**src/rtl/mem_access_unit_pkg.sv**
```systemverilog
// Shared op codes, size encodings and decode helpers for the MEM-stage load/store engine.
package mem_access_unit_pkg;

    localparam logic [7:0] EXE_LB_OP  = 8'b1110_0000;
    localparam logic [7:0] EXE_LH_OP  = 8'b1110_0001;
    localparam logic [7:0] EXE_LW_OP  = 8'b1110_0011;
    localparam logic [7:0] EXE_LBU_OP = 8'b1110_0100;
    localparam logic [7:0] EXE_LHU_OP = 8'b1110_0101;
    localparam logic [7:0] EXE_SB_OP  = 8'b1110_1000;
    localparam logic [7:0] EXE_SH_OP  = 8'b1110_1001;
    localparam logic [7:0] EXE_SW_OP  = 8'b1110_1011;

    localparam logic [1:0] SIZE_BYTE = 2'd0;
    localparam logic [1:0] SIZE_HALF = 2'd1;
    localparam logic [1:0] SIZE_WORD = 2'd2;

    function automatic logic is_load(input logic [7:0] op);
        case (op)
            EXE_LB_OP, EXE_LBU_OP, EXE_LH_OP, EXE_LHU_OP, EXE_LW_OP: is_load = 1'b1;
            default: is_load = 1'b0;
        endcase
    endfunction

    function automatic logic is_store(input logic [7:0] op);
        case (op)
            EXE_SB_OP, EXE_SH_OP, EXE_SW_OP: is_store = 1'b1;
            default: is_store = 1'b0;
        endcase
    endfunction

    function automatic logic [1:0] op_size(input logic [7:0] op);
        case (op)
            EXE_LB_OP, EXE_LBU_OP, EXE_SB_OP: op_size = SIZE_BYTE;
            EXE_LH_OP, EXE_LHU_OP, EXE_SH_OP: op_size = SIZE_HALF;
            default: op_size = SIZE_WORD;
        endcase
    endfunction

    function automatic logic misaligned(input logic [7:0] op, input logic [1:0] lane);
        case (op)
            EXE_LH_OP, EXE_LHU_OP, EXE_SH_OP: misaligned = lane[0];
            EXE_LW_OP, EXE_SW_OP: misaligned = (lane != 2'b00);
            default: misaligned = 1'b0;
        endcase
    endfunction

endpackage

```
**src/rtl/mem_lane_align.sv**
```systemverilog
// Byte-lane steering: store replication/byte enables and load extract/extend.
module mem_lane_align
    import mem_access_unit_pkg::*;
(
    input  logic [7:0]  st_op,
    input  logic [1:0]  st_lane,
    input  logic [31:0] st_data_in,
    output logic [31:0] st_wdata,
    output logic [3:0]  st_wstrb,
    input  logic [7:0]  ld_op,
    input  logic [1:0]  ld_lane,
    input  logic [31:0] ld_rdata,
    output logic [31:0] ld_data
);

    logic [7:0]  byte_s;
    logic [15:0] half_s;

    // Store side: replicate data across lanes and pick byte enables; loads get no strobes.
    always_comb begin
        st_wdata = st_data_in;
        st_wstrb = 4'b0000;
        case (st_op)
            EXE_SB_OP: begin
                st_wdata = {4{st_data_in[7:0]}};
                st_wstrb = 4'b0001 << st_lane;
            end
            EXE_SH_OP: begin
                st_wdata = {2{st_data_in[15:0]}};
                st_wstrb = st_lane[1] ? 4'b1100 : 4'b0011;
            end
            EXE_SW_OP: st_wstrb = 4'b1111;
            default:   st_wstrb = 4'b0000;
        endcase
    end

    // Load side: pick the little-endian lane and extend to 32 bits.
    always_comb begin
        byte_s  = ld_rdata[{ld_lane, 3'b000} +: 8];
        half_s  = ld_lane[1] ? ld_rdata[31:16] : ld_rdata[15:0];
        ld_data = ld_rdata;
        case (ld_op)
            EXE_LB_OP:  ld_data = {{24{byte_s[7]}}, byte_s};
            EXE_LBU_OP: ld_data = {24'h00_0000, byte_s};
            EXE_LH_OP:  ld_data = {{16{half_s[15]}}, half_s};
            EXE_LHU_OP: ld_data = {16'h0000, half_s};
            default:    ld_data = ld_rdata;
        endcase
    end

endmodule

```
**src/rtl/mem_access_unit.sv**
```systemverilog
// MEM-stage load/store engine: single-outstanding bus master with alignment
// exceptions and flush handling that always drains an accepted bus transfer.
module mem_access_unit
    import mem_access_unit_pkg::*;
#(
    parameter int ADDR_WIDTH = 32
) (
    input  logic                  clk,
    input  logic                  resetn,
    input  logic                  req_valid,
    input  logic [7:0]            op,
    input  logic [ADDR_WIDTH-1:0] addr,
    input  logic [31:0]           wdata,
    input  logic                  flush,
    output logic                  stall,
    output logic [31:0]           load_data,
    output logic                  load_valid,
    output logic                  adel,
    output logic                  ades,
    output logic [ADDR_WIDTH-1:0] bad_vaddr,
    output logic                  data_req,
    output logic                  data_wr,
    output logic [1:0]            data_size,
    output logic [ADDR_WIDTH-1:0] data_addr,
    output logic [31:0]           data_wdata,
    output logic [3:0]            data_wstrb,
    input  logic                  data_addr_ok,
    input  logic                  data_data_ok,
    input  logic [31:0]           data_rdata
);

    typedef enum logic [1:0] {S_IDLE, S_ADDR, S_DATA, S_DONE} state_e;

    state_e                state_q, state_d;
    logic [7:0]            op_q, op_d;
    logic [ADDR_WIDTH-1:0] addr_q, addr_d;
    logic [31:0]           wdata_q, wdata_d;
    logic [3:0]            wstrb_q, wstrb_d;
    logic [1:0]            size_q, size_d;
    logic                  wr_q, wr_d;
    logic                  kill_q, kill_d;
    logic [31:0]           load_data_q, load_data_d;

    logic        mem_op_s, mis_s, err_s, accept_s, kill_s, stall_s;
    logic [31:0] st_wdata_s, ld_data_s;
    logic [3:0]  st_wstrb_s;

    mem_lane_align u_align (
        .st_op      (op),
        .st_lane    (addr[1:0]),
        .st_data_in (wdata),
        .st_wdata   (st_wdata_s),
        .st_wstrb   (st_wstrb_s),
        .ld_op      (op_q),
        .ld_lane    (addr_q[1:0]),
        .ld_rdata   (data_rdata),
        .ld_data    (ld_data_s)
    );

    // Decode and alignment check of the instruction presented in IDLE.
    always_comb begin
        mem_op_s = is_load(op) | is_store(op);
        mis_s    = misaligned(op, addr[1:0]);
        err_s    = (state_q == S_IDLE) & req_valid & mem_op_s & mis_s;
        accept_s = (state_q == S_IDLE) & req_valid & mem_op_s & ~mis_s & ~flush;
    end

    // Next-state and captured-field logic.
    always_comb begin
        state_d     = state_q;
        op_d        = op_q;
        addr_d      = addr_q;
        wdata_d     = wdata_q;
        wstrb_d     = wstrb_q;
        size_d      = size_q;
        wr_d        = wr_q;
        kill_d      = kill_q;
        load_data_d = load_data_q;
        kill_s      = kill_q | flush;
        stall_s     = 1'b0;
        case (state_q)
            S_IDLE: begin
                if (accept_s) begin
                    state_d = S_ADDR;
                    op_d    = op;
                    addr_d  = addr;
                    wdata_d = st_wdata_s;
                    wstrb_d = st_wstrb_s;
                    size_d  = op_size(op);
                    wr_d    = is_store(op);
                    kill_d  = 1'b0;
                    stall_s = 1'b1;
                end else begin
                    stall_s = 1'b0;
                end
            end
            S_ADDR: begin
                stall_s = ~flush;
                if (data_addr_ok) begin
                    state_d = S_DATA;
                    kill_d  = flush;
                end else if (flush) begin
                    state_d = S_IDLE;
                end else begin
                    state_d = S_ADDR;
                end
            end
            // The bus cannot cancel, so a killed transfer still waits for its response.
            S_DATA: begin
                stall_s = ~kill_s;
                kill_d  = kill_s;
                if (data_data_ok) begin
                    kill_d = 1'b0;
                    if (kill_s) begin
                        state_d = S_IDLE;
                    end else begin
                        state_d = S_DONE;
                        if (!wr_q) begin
                            load_data_d = ld_data_s;
                        end else begin
                            load_data_d = load_data_q;
                        end
                    end
                end else begin
                    state_d = S_DATA;
                end
            end
            S_DONE:  state_d = S_IDLE;
            default: state_d = S_IDLE;
        endcase
    end

    // State and captured-field registers.
    always_ff @(posedge clk or negedge resetn) begin
        if (!resetn) begin
            state_q     <= S_IDLE;
            op_q        <= 8'h00;
            addr_q      <= {ADDR_WIDTH{1'b0}};
            wdata_q     <= 32'h0000_0000;
            wstrb_q     <= 4'b0000;
            size_q      <= 2'b00;
            wr_q        <= 1'b0;
            kill_q      <= 1'b0;
            load_data_q <= 32'h0000_0000;
        end else begin
            state_q     <= state_d;
            op_q        <= op_d;
            addr_q      <= addr_d;
            wdata_q     <= wdata_d;
            wstrb_q     <= wstrb_d;
            size_q      <= size_d;
            wr_q        <= wr_d;
            kill_q      <= kill_d;
            load_data_q <= load_data_d;
        end
    end

    assign stall      = stall_s;
    assign adel       = err_s & is_load(op);
    assign ades       = err_s & is_store(op);
    assign bad_vaddr  = err_s ? addr : {ADDR_WIDTH{1'b0}};
    assign load_data  = load_data_q;
    assign load_valid = (state_q == S_DONE) & ~wr_q;
    assign data_req   = (state_q == S_ADDR);
    assign data_wr    = wr_q;
    assign data_size  = size_q;
    assign data_addr  = addr_q;
    assign data_wdata = wdata_q;
    assign data_wstrb = wstrb_q;

endmodule

```
**config.mk**
```make
export PLATFORM = sky130hd
export DESIGN_NAME = mem_access_unit
export DESIGN_NICKNAME = d
export VERILOG_FILES = /design/src/rtl/mem_access_unit_pkg.sv /design/src/rtl/mem_lane_align.sv /design/src/rtl/mem_access_unit.sv
export SDC_FILE = /design/constraint.sdc
export NUM_CORES = 1
export LEC_CHECK = 0
export CAP_MARGIN = 20
export CORE_AREA = 5 5 141 143
export CTS_CLUSTER_SIZE = 25
export DETAILED_ROUTE_END_ITERATION = 10
export DIE_AREA = 0 0 146 148
export DONT_BUFFER_PORTS = 1
export HOLD_SLACK_MARGIN = 0.02
export PLACE_DENSITY_LB_ADDON = 0.1
export SLEW_MARGIN = 20
export SYNTH_ARGS = -nofsm -noshare
export SYNTH_HDL_FRONTEND = slang
export SYNTH_SLANG_ARGS = --single-unit
```
**constraint.sdc**
```tcl
create_clock -name clk -period 5.8 [get_ports clk]
set_clock_uncertainty 0.05 [all_clocks]
set_input_delay 1.74 -clock clk [delete_from_list [all_inputs] [get_ports clk]]
set_output_delay 1.74 -clock clk [all_outputs]
set_load 0.005 [all_outputs]
```
==> results of run 1 <==
==> area by class of cell <==
class,count,area (µm²)
clock buffers,18,439
clock inverters,14,131
fillers,1830,11900
inverters,12,45.0
multi-input cells,347,2730
flip-flops and latches,114,2850
well taps,234,293
repair buffers,6,57.6
==> worst max-delay path: stages <==
cell and delay, ps:
nand4b_2 290, or4_4 580, o21a_1 190, nor3_1 210
==> power by group <==
part	switching (mW)	internal, mW
Sequential	0.180	0.982
Clock	0.400	0.604
Combinational	0.163	0.189
Total	0.743	1.77
==> cells in the mapped netlist (5+ instances only) <==
cell,instances,area [µm²]
dfrtp_1,114,2850
mux2_2,105,1180
nor2_1,39,146
nand2_1,37,139
and3_1,33,206
clkbuf_1,24,90.1
a21oi_1,21,105
inv_1,12,45.0
nor2b_1,8,50.1
a41oi_1,7,61.3
buf_2,7,35.0
mux2i_1,7,70.1
nand4_1,7,43.8
o221ai_1,7,61.3
mux2_1,6,67.6
a32oi_1,5,43.8
ha_1,5,62.6
nand2b_1,5,31.3
o21ai_0,5,25.0
o22a_1,5,43.8
==> logic make-up after synthesis <==
family,count (synthesis),share of synthesized area
compound gates,70,0.0867
simple gates,153,0.140
buf+inv,48,0.0341
mux,119,0.233
fa+ha+maj,5,0.0109
flops,114,0.496
==> cells in the final DEF (no fill, tap or decap), types with 5 or more instances in the layout <==
| cell | instances |
|---|---|
| mux2i_1 | 7 |
| o22a_1 | 5 |
| nand2b_1 | 5 |
| dfrtp_1 | 114 |
| and3_1 | 33 |
| o21ai_0 | 5 |
| nor2_1 | 39 |
| inv_1 | 12 |
| nand2_1 | 37 |
| a32oi_1 | 5 |
| a41oi_1 | 7 |
| ha_1 | 5 |
| mux2_2 | 105 |
| a21oi_1 | 21 |
| o221ai_1 | 7 |
| nand4_1 | 7 |
| clkbuf_16 | 17 |
| clkinvlp_4 | 7 |
| nor2b_1 | 8 |
| mux2_1 | 6 |
| buf_4 | 5 |
==> flip-flops by register name, summed over array words and instances, names as in the netlist <==
signal and cells:
data_addr 32, data_wdata 32, load_data 32, op_q 8, data_wstrb 4, data_size 2, state_q 2, data_wr 1
kill_q 1
==> routing by layer <==
metal  up-vias  routed length, µm
met3        17               1950
met5         -                  0
met4         0                238
li1       1829                  -
met2       191               8400
met1      2036               6460
==> metrics by stage <==
step            util  setup WS [ps]  cells  cell area [µm²]  power [mW]
2_1_floorplan      -            894    509             5760        1.41
3_3_place_gp   0.324           1020    713             5980        1.53
3_5_place_dp   0.324            987    713             5980        1.54
4_1_cts        0.355            991    745             6550        2.57
5_1_grt        0.355            936    745             6550        2.67
6_report       0.355            999    745             6550        2.52
==> worst max-delay path by stage <==
stage,slack (ps),cells past startpoint,endpoint
3_5_place_dp,990,4,stall
5_1_grt,940,4,adel
4_1_cts,990,4,stall
2_1_floorplan,890,6,adel
3_3_place_gp,1020,4,stall
6_report,1000,4,stall
==> flow_summary.toml, run 1 <==
[yosys]
synth_seq_cells = 114
netlist_area_um2 = 5760
yosys_warnings = 0
synthFlopType = "dfrtp_1"
synth_cell_types = 50
ys_seq_area_frac = 0.496
synth_edf_count = 0
syn_inst = 509
synthArstFlopShare = 1.00
avgSynthCellArea_um2 = 11.3
synth_fp_nets = 624

[floorplanning]
die_area_um2 = 21600
initial_core_util = 0.312
core_um2 = 18500
die_x_um = 146
rows = 50
die_h_um = 148
ioPinCount = 250

[power_and_ir_drop]
p_leak_nw = 3.09
ir_drop_mv = 0.195
p_per_area_nw_per_um2 = 384

[setup_path]
crit_arrival_ps = 3010
worstPathMaxFanout = 7
crit_start = "op[4]"
timing.reg2reg.setup_slack_ps = 2540
start_kind = "input port"
endpoint_kind = "output port"
required_ps = 4010
path_class = "in -> out"
worstRegToRegCells = 4
worstReg2RegEnd = "load_data[30]$_DFFE_PN0P_"
worstReg2RegStart = "op_q[1]$_DFFE_PN0P_"

[final_layout]
n_antenna_cell = 0
drive_gt1_frac = 0.303
fin_nets = 613
area_growth_pct = 13.8

[sta]
max_freq_ghz = 0.208
setup_viol = 0
tns_ps = 0
finalCritPeriodShare = 0.828
hold_viol = 0
rsz0062_at_grt = "no"
tightest_slew_ps = 1080
min_period_ps = 4800
slew_headroom = 0.277
holdWs_ps = 418
finalMaxSlewViolations = 0

[clock_network]
cts_tree = "done"
cts_buffers = 17
cts_sinks = 114
clock_latency_ps = 400
path_clk_slew_ps = 60
cts_hold_buf = 0
ctsResizeCount = 0
cts.path.max_buffers = 2
post-cts-setup-buffer-count = 0
cts_root_buf = "clkbuf_16"
htree_levels = 4

[hold_path]
hold_depth = 1
hold_path.class = "reg -> reg"
min-delay-start = "op_q[5]$_DFFE_PN0P_"
holdPathEnd = "op_q[5]$_DFFE_PN0P_"

[drt]
remaining_drc_errors = 0
wire_per_inst_um = 22.9
vias_per_cell = 5.47
firstDrtPassIters = 4
totalWireLength_um = 17000
ant_nets = 0
route.vias.total = 4073
drt_iter0_drc = 163

[global_route]
grt.met3_usage = 0.0800
grt_pass1_vias = 4341
grt_busiest_layer = "met2"
gr-usage-met1 = 0.180
antenna_found_initial = 0
grt_pass1_wl_um = 26400
met2_usage = 0.253
grt_usage = 0.156
grt.overflow.total = 0
grt_max_degree = 115

[placed_design]
place.gp.congestion = 0.854
hpwl_um = 12300
port_buffers = 0

[run_status]
outcome = "finished clean"

[flow_run]
cap_violations = 0
No activity file was read; power rests on OpenSTA's default activity.
==> run 2: changes to the inputs <==
==> constraint.sdc (replaced) <==
create_clock -name clk -period 4.5 [get_ports clk]
set_clock_uncertainty 0.05 [all_clocks]
set_input_delay 1.35 -clock clk [delete_from_list [all_inputs] [get_ports clk]]
set_output_delay 1.35 -clock clk [all_outputs]
set_load 0.005 [all_outputs]
==> run 2 against run 1 <==
Effect of this change:
- die area unchanged
- routed wire length decreased by 0.48%
- critical path depth unchanged
- count of clock-buffer cells in the layout fell by 1
- combinational power rose by 30%
- cell count increased by 0.67%
- cell area is 0.97% higher
- total power is 29% higher
- sequential share of layout area down 0.42 points
- global-route usage barely moved
- clock power grew 30%
- critical path type unchanged
==> flow_summary.toml, run 2 (synthesis results as in run 1) <==
[clock_network]
htree_levels = 4
post-cts-setup-buffer-count = 0
ctsResizeCount = 0
cts_tree = "done"
cts_root_buf = "clkbuf_16"
cts_hold_buf = 0
path_clk_slew_ps = 60
cts_sinks = 114
cts.path.max_buffers = 2
cts_buffers = 17
clock_latency_ps = 410

[setup_path]
crit_start = "op[2]"
crit_arrival_ps = 2640
path_cells = "nand2b_1, o2bb2ai_2, nand2_1, a2111oi_0"
cp_num_buf_inv = 0
worstReg2RegStart = "state_q[0]$_DFFE_PN0P_"
required_ps = 3100
path_class = "in -> out"
start_kind = "input port"
worstReg2RegEnd = "data_addr[28]$_DFFE_PN0P_"
timing.reg2reg.setup_slack_ps = 1800
worstRegToRegCells = 7
cp.depth = 4
worstPathMaxFanout = 11
path_delay_family = "compound AO/OA/AOI/OAI gates"
endpoint = "adel"
cp_slowest_stage_delay_ps = 560
cp_slowest_cell = "a2111oi_0"
endpoint_kind = "output port"

[drt]
drt_iter0_drc = 130
vias_per_cell = 5.45
route.vias.total = 4085
wire_per_inst_um = 22.6
remaining_drc_errors = 0
ant_nets = 0
totalWireLength_um = 17000
firstDrtPassIters = 6

[placed_design]
port_buffers = 0
place.gp.congestion = 0.862
hpwl_um = 12400

[final_layout]
final_common_cell = "dfrtp_1"
layout_common_cells = "dfrtp_1, mux2_2, nor2_1"
multiInputGateArea_um2 = 2730
fill_cells = 1829
n_antenna_cell = 0
area_growth_pct = 14.9
drive_gt1_frac = 0.310
fin_nets = 618
register_area_um2 = 2850

[sta]
tns_ps = 0
hold_viol = 0
max_freq_ghz = 0.248
slew_headroom = 0.416
rsz0062_at_grt = "no"
finalCritPeriodShare = 0.897
min_period_ps = 4040
setup_viol = 0
holdWs_ps = 416
finalMaxSlewViolations = 0
tightest_slew_ps = 876

[power_and_ir_drop]
p_per_area_nw_per_um2 = 492
comb_power_share = 0.140
switchingPower_uw = 970
power_frac_clock = 0.400
ir_drop_mv = 0.256
pwr-share-seq = 0.460
p_int_mw = 2.28
p_sw_frac = 0.298
p_leak_nw = 3.14

[floorplanning]
die_area_um2 = 21600
die_x_um = 146
initial_core_util = 0.312
die_h_um = 148
core_um2 = 18500
ioPinCount = 250
rows = 50

[global_route]
grt.overflow.total = 0
grt_pass1_wl_um = 26200
antenna_found_initial = 1
grt_usage = 0.156
grt_max_degree = 115
grt_pass1_vias = 4292

[run_status]
outcome = "finished clean"

[flow_run]
cap_violations = 0

[hold_path]
hold_path.class = "reg -> reg"
==> run 2: cell count changes in the layout (fill, tap and decap cells not counted), sizes merged <==
cell | previous run | this run
inv | 15 | 19
clkinvlp | 7 | 2
buf | 6 | 11
clkinv | 3 | 5
clkbuf | 18 | 17
==> run 2: power by group through the flow <==
| stage | sequential (mW) | combinational (mW) | clock [mW] |
|---|---|---|---|
| floorplan | 1.42 | 0.396 | 0 |
| global placement | 1.52 | 0.447 | 0 |
| detailed placement | 1.52 | 0.458 | 0 |
| CTS | 1.51 | 0.460 | 1.34 |
| global route | 1.53 | 0.515 | 1.39 |
| finish | 1.50 | 0.456 | 1.30 |
==> run 2: routing by layer <==
layer,vias to the layer above,part of all wire,track usage
met2,182,0.50,0.257
met4,2,0.012,0.0480
met1,2051,0.37,0.174
met5,-,0.00041,0
met3,17,0.11,0.0846
li1,1833,-,-
==> run 2: worst min-delay path by stage <==
stage,from,to,depth (start not counted)
6_report,op_q[5]$_DFFE_PN0P_,op_q[5]$_DFFE_PN0P_,1
5_1_grt,op_q[5]$_DFFE_PN0P_,op_q[5]$_DFFE_PN0P_,1
4_1_cts,op_q[5]$_DFFE_PN0P_,op_q[5]$_DFFE_PN0P_,1
3_5_place_dp,op_q[5]$_DFFE_PN0P_,op_q[5]$_DFFE_PN0P_,1
3_3_place_gp,op_q[5]$_DFFE_PN0P_,op_q[5]$_DFFE_PN0P_,1
2_1_floorplan,op_q[5]$_DFFE_PN0P_,op_q[5]$_DFFE_PN0P_,1
==> run 2: area by class of cell <==
type | count | area share
clock inverters | 15 | 0.0221
repair buffers | 11 | 0.0182
inverters | 12 | 0.00681
clock buffers | 17 | 0.0643
multi-input cells | 347 | 0.413
flip-flops and latches | 114 | 0.431
well taps | 234 | 0.0443
==> run 2: worst reg2reg max path, delay by kind of cell (launching register included) <==
kind | cells | cell delay, ps
fa+ha+maj | 1 | 240
buf+inv | 2 | 420
flops | 1 | 410
mux | 1 | 400
simple gates | 3 | 1070
==> run 2: per-stage QoR <==
| stage | instances | power (mW) | utilization | cell area [µm²] | setup slack, ps |
|---|---|---|---|---|---|
| finish | 750 | 3.25 | 0.358 | 6610 | 465 |
| global route | 750 | 3.44 | 0.358 | 6610 | 259 |
| CTS | 750 | 3.31 | 0.358 | 6610 | 446 |
| detailed placement | 718 | 1.98 | 0.327 | 6040 | 448 |
| global placement | 718 | 1.97 | 0.327 | 6040 | 463 |
| floorplan | 509 | 1.82 | - | 5760 | 374 |
